### src/rtl/spimemio_pkg.sv
// spimemio_pkg: shared types and constants for the spimemio read-port arbiter.
package spimemio_pkg;

   // Default byte-address width, matching the spimemio addr port.
   localparam int ADDR_W_DEF = 24;

   // Port indices used for round-robin bookkeeping.
   localparam logic PORT0 = 1'b0;
   localparam logic PORT1 = 1'b1;

   // The encoding doubles as the one-hot grant vector (IDLE = no owner).
   typedef enum logic [1:0] {
      IDLE = 2'b00,
      OWN0 = 2'b01,
      OWN1 = 2'b10
   } arb_state_t;

endpackage

### src/rtl/spimemio_arb_cache.sv
// spimemio_arb_cache: one-entry last-word cache for a single arbiter port.
// Only instantiated when SPIMEM_ARB_CACHE_EN is defined.
module spimemio_arb_cache
   import spimemio_pkg::*;
#(
   parameter int ADDR_W = ADDR_W_DEF
) (
   input  logic              clk,
   input  logic              reset,
   input  logic              flush,
   input  logic              fill,
   input  logic [ADDR_W-3:0] fill_tag,
   input  logic [31:0]       fill_data,
   input  logic [ADDR_W-3:0] lookup_tag,
   output logic              hit,
   output logic [31:0]       data
);

   logic              vld_r;
   logic [ADDR_W-3:0] tag_r;
   logic [31:0]       data_r;

   // Entry storage: flush takes priority over a coinciding fill.
   always_ff @(posedge clk or posedge reset) begin
      if (reset) begin
         vld_r  <= 1'b0;
         tag_r  <= {(ADDR_W-2){1'b0}};
         data_r <= 32'h0000_0000;
      end else if (flush) begin
         vld_r  <= 1'b0;
      end else if (fill) begin
         vld_r  <= 1'b1;
         tag_r  <= fill_tag;
         data_r <= fill_data;
      end
   end

   assign hit  = vld_r & (tag_r == lookup_tag);
   assign data = data_r;

endmodule

### src/rtl/spimemio_arbiter.sv
// spimemio_arbiter: round-robin sharing of one spimemio read port between
// instruction fetch (port 0) and the data bus (port 1). The grant is held
// until the owner's read completes so mem_addr never moves under a live read.
// Optional per-port last-word cache: define SPIMEM_ARB_CACHE_EN.
module spimemio_arbiter
   import spimemio_pkg::*;
#(
   parameter int ADDR_W   = ADDR_W_DEF,
   parameter int TIE_PORT = 0
) (
   input  logic              clk,
   input  logic              reset,
   input  logic              m0_valid,
   output logic              m0_ready,
   input  logic [ADDR_W-1:0] m0_addr,
   output logic [31:0]       m0_rdata,
   input  logic              m1_valid,
   output logic              m1_ready,
   input  logic [ADDR_W-1:0] m1_addr,
   output logic [31:0]       m1_rdata,
   input  logic              flush,
   output logic              mem_valid,
   input  logic              mem_ready,
   output logic [ADDR_W-1:0] mem_addr,
   input  logic [31:0]       mem_rdata,
   output logic [1:0]        grant
);

   arb_state_t  state_r;
   arb_state_t  state_nxt_s;
   logic        last_port_r;
   logic        hit0_s;
   logic        hit1_s;
   logic [31:0] cdata0_s;
   logic [31:0] cdata1_s;
   logic        req0_s;
   logic        req1_s;

`ifdef SPIMEM_ARB_CACHE_EN
   logic hit0_raw_s;
   logic hit1_raw_s;
   logic fill0_s;
   logic fill1_s;

   assign fill0_s = (state_r == OWN0) & m0_valid & mem_ready;
   assign fill1_s = (state_r == OWN1) & m1_valid & mem_ready;

   spimemio_arb_cache #(.ADDR_W(ADDR_W)) u_cache0 (
      .clk        (clk),
      .reset      (reset),
      .flush      (flush),
      .fill       (fill0_s),
      .fill_tag   (m0_addr[ADDR_W-1:2]),
      .fill_data  (mem_rdata),
      .lookup_tag (m0_addr[ADDR_W-1:2]),
      .hit        (hit0_raw_s),
      .data       (cdata0_s)
   );

   spimemio_arb_cache #(.ADDR_W(ADDR_W)) u_cache1 (
      .clk        (clk),
      .reset      (reset),
      .flush      (flush),
      .fill       (fill1_s),
      .fill_tag   (m1_addr[ADDR_W-1:2]),
      .fill_data  (mem_rdata),
      .lookup_tag (m1_addr[ADDR_W-1:2]),
      .hit        (hit1_raw_s),
      .data       (cdata1_s)
   );

   // Hits are only served while no port owns spimemio.
   assign hit0_s = (state_r == IDLE) & m0_valid & hit0_raw_s;
   assign hit1_s = (state_r == IDLE) & m1_valid & hit1_raw_s;
`else
   logic unused_flush_s;

   assign unused_flush_s = flush;
   assign hit0_s   = 1'b0;
   assign hit1_s   = 1'b0;
   assign cdata0_s = 32'h0000_0000;
   assign cdata1_s = 32'h0000_0000;
`endif

   // Arbitration state register.
   always_ff @(posedge clk or posedge reset) begin
      if (reset) begin
         state_r <= IDLE;
      end else begin
         state_r <= state_nxt_s;
      end
   end

   // Remember the last port served by spimemio; reset biases toward TIE_PORT.
   always_ff @(posedge clk or posedge reset) begin
      if (reset) begin
         last_port_r <= (TIE_PORT == 0) ? PORT1 : PORT0;
      end else if ((state_r == OWN0) && m0_valid && mem_ready) begin
         last_port_r <= PORT0;
      end else if ((state_r == OWN1) && m1_valid && mem_ready) begin
         last_port_r <= PORT1;
      end
   end

   // Next-state and pass-through muxing of the owning port onto spimemio.
   always_comb begin
      state_nxt_s = state_r;
      mem_valid   = 1'b0;
      mem_addr    = {ADDR_W{1'b0}};
      m0_ready    = 1'b0;
      m1_ready    = 1'b0;
      m0_rdata    = mem_rdata;
      m1_rdata    = mem_rdata;
      req0_s      = 1'b0;
      req1_s      = 1'b0;
      case (state_r)
         IDLE: begin
            m0_ready = hit0_s;
            m1_ready = hit1_s;
            if (hit0_s) begin
               m0_rdata = cdata0_s;
            end else begin
               m0_rdata = mem_rdata;
            end
            if (hit1_s) begin
               m1_rdata = cdata1_s;
            end else begin
               m1_rdata = mem_rdata;
            end
            req0_s = m0_valid & ~hit0_s;
            req1_s = m1_valid & ~hit1_s;
            if (req0_s && req1_s) begin
               state_nxt_s = (last_port_r == PORT0) ? OWN1 : OWN0;
            end else if (req0_s) begin
               state_nxt_s = OWN0;
            end else if (req1_s) begin
               state_nxt_s = OWN1;
            end else begin
               state_nxt_s = IDLE;
            end
         end
         OWN0: begin
            mem_valid = m0_valid;
            mem_addr  = m0_addr;
            m0_ready  = mem_ready & m0_valid;
            // A dropped valid is an abort; release without error.
            if (!m0_valid || mem_ready) begin
               state_nxt_s = IDLE;
            end else begin
               state_nxt_s = OWN0;
            end
         end
         OWN1: begin
            mem_valid = m1_valid;
            mem_addr  = m1_addr;
            m1_ready  = mem_ready & m1_valid;
            if (!m1_valid || mem_ready) begin
               state_nxt_s = IDLE;
            end else begin
               state_nxt_s = OWN1;
            end
         end
         default: begin
            state_nxt_s = IDLE;
         end
      endcase
   end

   assign grant = 2'(state_r);

endmodule

### config.mk
export PLATFORM = sky130hd
export DESIGN_NAME = spimemio_arbiter
export DESIGN_NICKNAME = d
export VERILOG_FILES = /design/src/rtl/spimemio_pkg.sv /design/src/rtl/spimemio_arb_cache.sv /design/src/rtl/spimemio_arbiter.sv
export SDC_FILE = /design/constraint.sdc
export NUM_CORES = 1
export LEC_CHECK = 0
export BUFFER_PORTS_ARGS = -buffer_cell sky130_fd_sc_hd__buf_2
export CAP_MARGIN = 10
export CORE_MARGIN = 2
export CORE_UTILIZATION = 26
export CTS_CLUSTER_DIAMETER = 120
export DETAILED_ROUTE_END_ITERATION = 10
export PLACE_DENSITY = 0.76
export SYNTH_ARGS = -nofsm -noshare
export SYNTH_HDL_FRONTEND = slang
export SYNTH_SLANG_ARGS = --single-unit
### constraint.sdc
create_clock -name clk -period 1.3 [get_ports clk]
set_input_delay 0.195 -clock clk [delete_from_list [all_inputs] [get_ports clk]]
set_output_delay 0.195 -clock clk [all_outputs]
set_load 0.01 [all_outputs]
==> impl_metrics.py <==
metrics = {
    "logic_synthesis": {
        "syn_avg_cell_area_sq_um": 7.75,
        "synthArstFlopShare_pct": 100,
        "ys_ff_latch": 3,
        "yosysTopAreaCellShare_pct": 42.8,
        "synth.area.mux_share_pct": 0,
        "yosys.area_share.simple_pct": 19.0,
        "ys_warn_count": 0,
        "synthXorXnorAreaFrac_pct": 0,
        "synth_compound_area_share_pct": 17.6,
        "postSynthCellCount": 145,
        "synth_top_family_by_area": "buffers and inverters",
        "syn_area_sq_um": 1120,
        "synth_area_leaders": "buf_4, a22oi_1, nor2b_1, ha_1, dfrtp_1",
        "synthTopCellsByCount": "buf_4, nor2b_1, a22oi_1",
        "synthAdderAreaFrac_pct": 6.68,
        "synth_nets": 237,
        "synthDistinctLibCells": 16,
        "yosysMostFrequentCell": "buf_4",
        "ys_seq_area_share_pct": 6.79,
        "synth_area_leader_cell": "buf_4",
        "synth_ff_type": "dfrtp_1",
        "synth_edf_count": 0,
    },
    "critical_path": {
        "crit_family": "flip-flops",
        "critical_path.cell_chain": "inv_4 > ha_4 > clkbuf_16 > a22oi_2 > nor2b_2 > buf_2",
        "worstSetupStartpointType": "flip-flop",
        "cp_data_arrival_time_ns": 1.43,
        "critical_path.slowest_cell": "dfrtp_2",
        "end_kind": "output pin",
        "cpPeakStageDelay_ns": 0.43,
        "r2r_setup_slack_ns": -0.04,
        "critical_path_buf_inv_count": 3,
        "critPathKind": "flip-flop to output pin",
        "cp.required_ns": 1.11,
        "cp_max_fo": 10,
    },
    "grt": {
        "gr-usage-all-layers_pct": 10.7,
        "antenna_found_initial": 0,
        "grt_pass1_wl_um": 4450,
        "grt_max_degree": 21,
        "grt_overflow": 0,
        "grt_pass1_vias": 1027,
    },
    "floorplan": {
        "die_h_um": 69.7,
        "ioPinCount": 179,
        "die_width_um": 69.7,
        "initial_core_util_pct": 27.5,
        "core_area_sq_um": 4090,
        "rows": 23,
        "die_area_sq_um": 4860,
    },
    "cells_and_area": {
        "num_antenna_cells": 0,
        "syn_to_final_growth_pct": 31.8,
        "fillers": 433,
        "drive_gt1_share_pct": 86.1,
        "final_cells": 223,
        "fin_nets": 266,
    },
    "power": {
        "switchingPower_mw": 1.11,
        "power.share.switching_pct": 40.8,
        "pwr-share-seq_pct": 7.6,
        "power.combinational.fraction_pct": 82.5,
        "clock_power_share_pct": 9.9,
        "ir_drop_uv": 822,
        "power.internal_mw": 1.61,
        "leakage_nw": 0.695,
        "power.density_nw_per_um2": 1840,
    },
    "place": {
        "gp_congestion": 0.759,
        "port_buffers": 81,
        "dpl.cell_count": 214,
        "hpwl_um": 2190,
        "preCtsSetupSlack_ns": -0.118,
    },
    "timing": {
        "slew_headroom_pct": 87.1,
        "min_period_ns": 1.63,
        "setup_viol": 28,
        "finalHoldViolations": 0,
        "clock.fmax_ghz": 0.614,
        "worst_slew_pin_slew_ns": 0.194,
        "fin_worst_skew_ns": 0.000978,
        "worst_slack_ns": -0.329,
        "grt_setup_unrepaired": "yes",
        "fin_crit_sh_pct": 125,
        "finalMaxSlewViolations": 0,
    },
    "detailed_routing": {
        "ant_nets": 0,
        "avgRoutedWirePerCell_um": 13.0,
        "drtIter0Drc": 13,
        "firstDrtPassIters": 4,
        "vias": 982,
        "viasPerCell": 4.40,
        "drt_wl_total_um": 2900,
        "drc": 0,
    },
    "cts": {
        "cts_buffers": 3,
        "clock-sinks": 3,
        "htree_levels": 1,
        "clockRootBuffer": "clkbuf_8",
        "cts_tree": "done",
        "clk_latency_ns": 0.21,
        "clockBufferDepth": 2,
        "clk_pin_slew_ns": 0.03,
    },
    "outcome": {
        "outcome": "finished, violations left",
        "violations": "setup timing",
    },
    "job": {
        "max_cap_violations": 0,
    },
    "worst_hold_path": {
        "hold_class": "primary input to flip-flop",
    },
}
[path summary, 6_finish.rpt]
| check | startpoint | cells past startpoint | to |
|---|---|---|---|
| setup / recovery | grant[0]$_DFF_PP0_ | 6 | mem_addr[0] |
| hold / removal | m1_valid | 2 | grant[1]$_DFF_PP0_ |
| setup reg to reg | grant[0]$_DFF_PP0_ | 7 | last_port_r$_DFFE_PP1P_ |
| hold reg to reg | last_port_r$_DFFE_PP1P_ | 2 | last_port_r$_DFFE_PP1P_ |
| max in group asynchronous | reset | 3 | last_port_r$_DFFE_PP1P_ |
| min in group asynchronous | reset | 3 | grant[0]$_DFF_PP0_ |
[state kept, by name, indices dropped and copies added (netlist names)]
name,count
grant,2
last_port_r,1
[worst reg2reg max path: stages, from the launching register on]
cell and delay [ns]:
dfrtp_2 0.45, inv_4 0.10, ha_4 0.17, buf_4 0.16, and3_1 0.17, buf_4 0.10
nor2_1 0.03, nor2_1 0.09
[stage by stage]
stage          utilization, %  setup TNS (ns)  cell area [sq um]  power [mW]  hold WS [ns]
4_1_cts                  35.4           -8.21               1450        2.68         0.277
3_5_place_dp             32.7           -2.45               1340        2.16        0.0607
6_report                 36.3           -8.03               1480        2.72         0.284
2_1_floorplan               -           -1.28               1350        1.85       -0.0520
5_1_grt                  36.3           -9.78               1480        2.93         0.284
3_3_place_gp             32.7           -1.92               1340        2.12        0.0631
[layer usage]
layer | global-route usage (%) | vias up | wire length, um
met4 | 4.70 | 0 | 34
met1 | 9.00 | 447 | 963
met5 | 0 | - | 0
li1 | - | 474 | -
met2 | 22.3 | 51 | 1630
met3 | 3.05 | 10 | 278
[timing repair]
| item | 4_1_cts | 5_1_grt |
|---|---|---|
| pin swaps | 0 | 1 |
| setup buffers | 3 | 0 |
| resized for setup | 5 | 2 |
| hold buffers | 1 | 0 |
| gates cloned | 0 | 1 |
| endpoints found under the hold margin | 2 | 0 |
| endpoints found under the setup margin | 28 | 29 |
[cell usage in the layout, fill, tap and decap left out, drive strengths merged]
cell type,instances
nor3b,2
nor2b,27
inv,3
ha,6
dfrtp,2
buf,93
nand2,1
a22oi,25
and3,2
nand2b,1
dlygate4sd3,1
nor2,2
dfstp,1
clkbuf,5
a21oi,2
[area by class of cell]
type / instances / area [sq um] / area share (%)
repair buffers: 95 / 582 / 39.3
clock buffers: 4 / 45.0 / 3.04
inverters: 3 / 16.3 / 1.10
well taps: 50 / 62.6 / 4.22
flip-flops and latches: 3 / 78.8 / 5.32
multi-input cells: 68 / 697 / 47.0
[power by group through the flow]
stage	Combinational, mW	Clock [mW]	Sequential, mW
after global routing	2.43	0.290	0.215
final	2.25	0.269	0.207
after CTS	2.19	0.277	0.209
after global placement	1.91	0	0.207
after floorplan	1.64	0	0.215
after detailed placement	1.96	0	0.208
[kinds of logic (layout without fill, tap and decap cells)]
| kind of cell | Yosys count | in the layout |
|---|---|---|
| AND/OR/NAND/NOR | 35 | 35 |
| AO/OA/AOI/OAI | 27 | 27 |
| buffers and inverters | 74 | 102 |
| adder cells (fa/ha/maj) | 6 | 6 |
| flip-flops | 3 | 3 |
(Power assumes the default switching activity.)
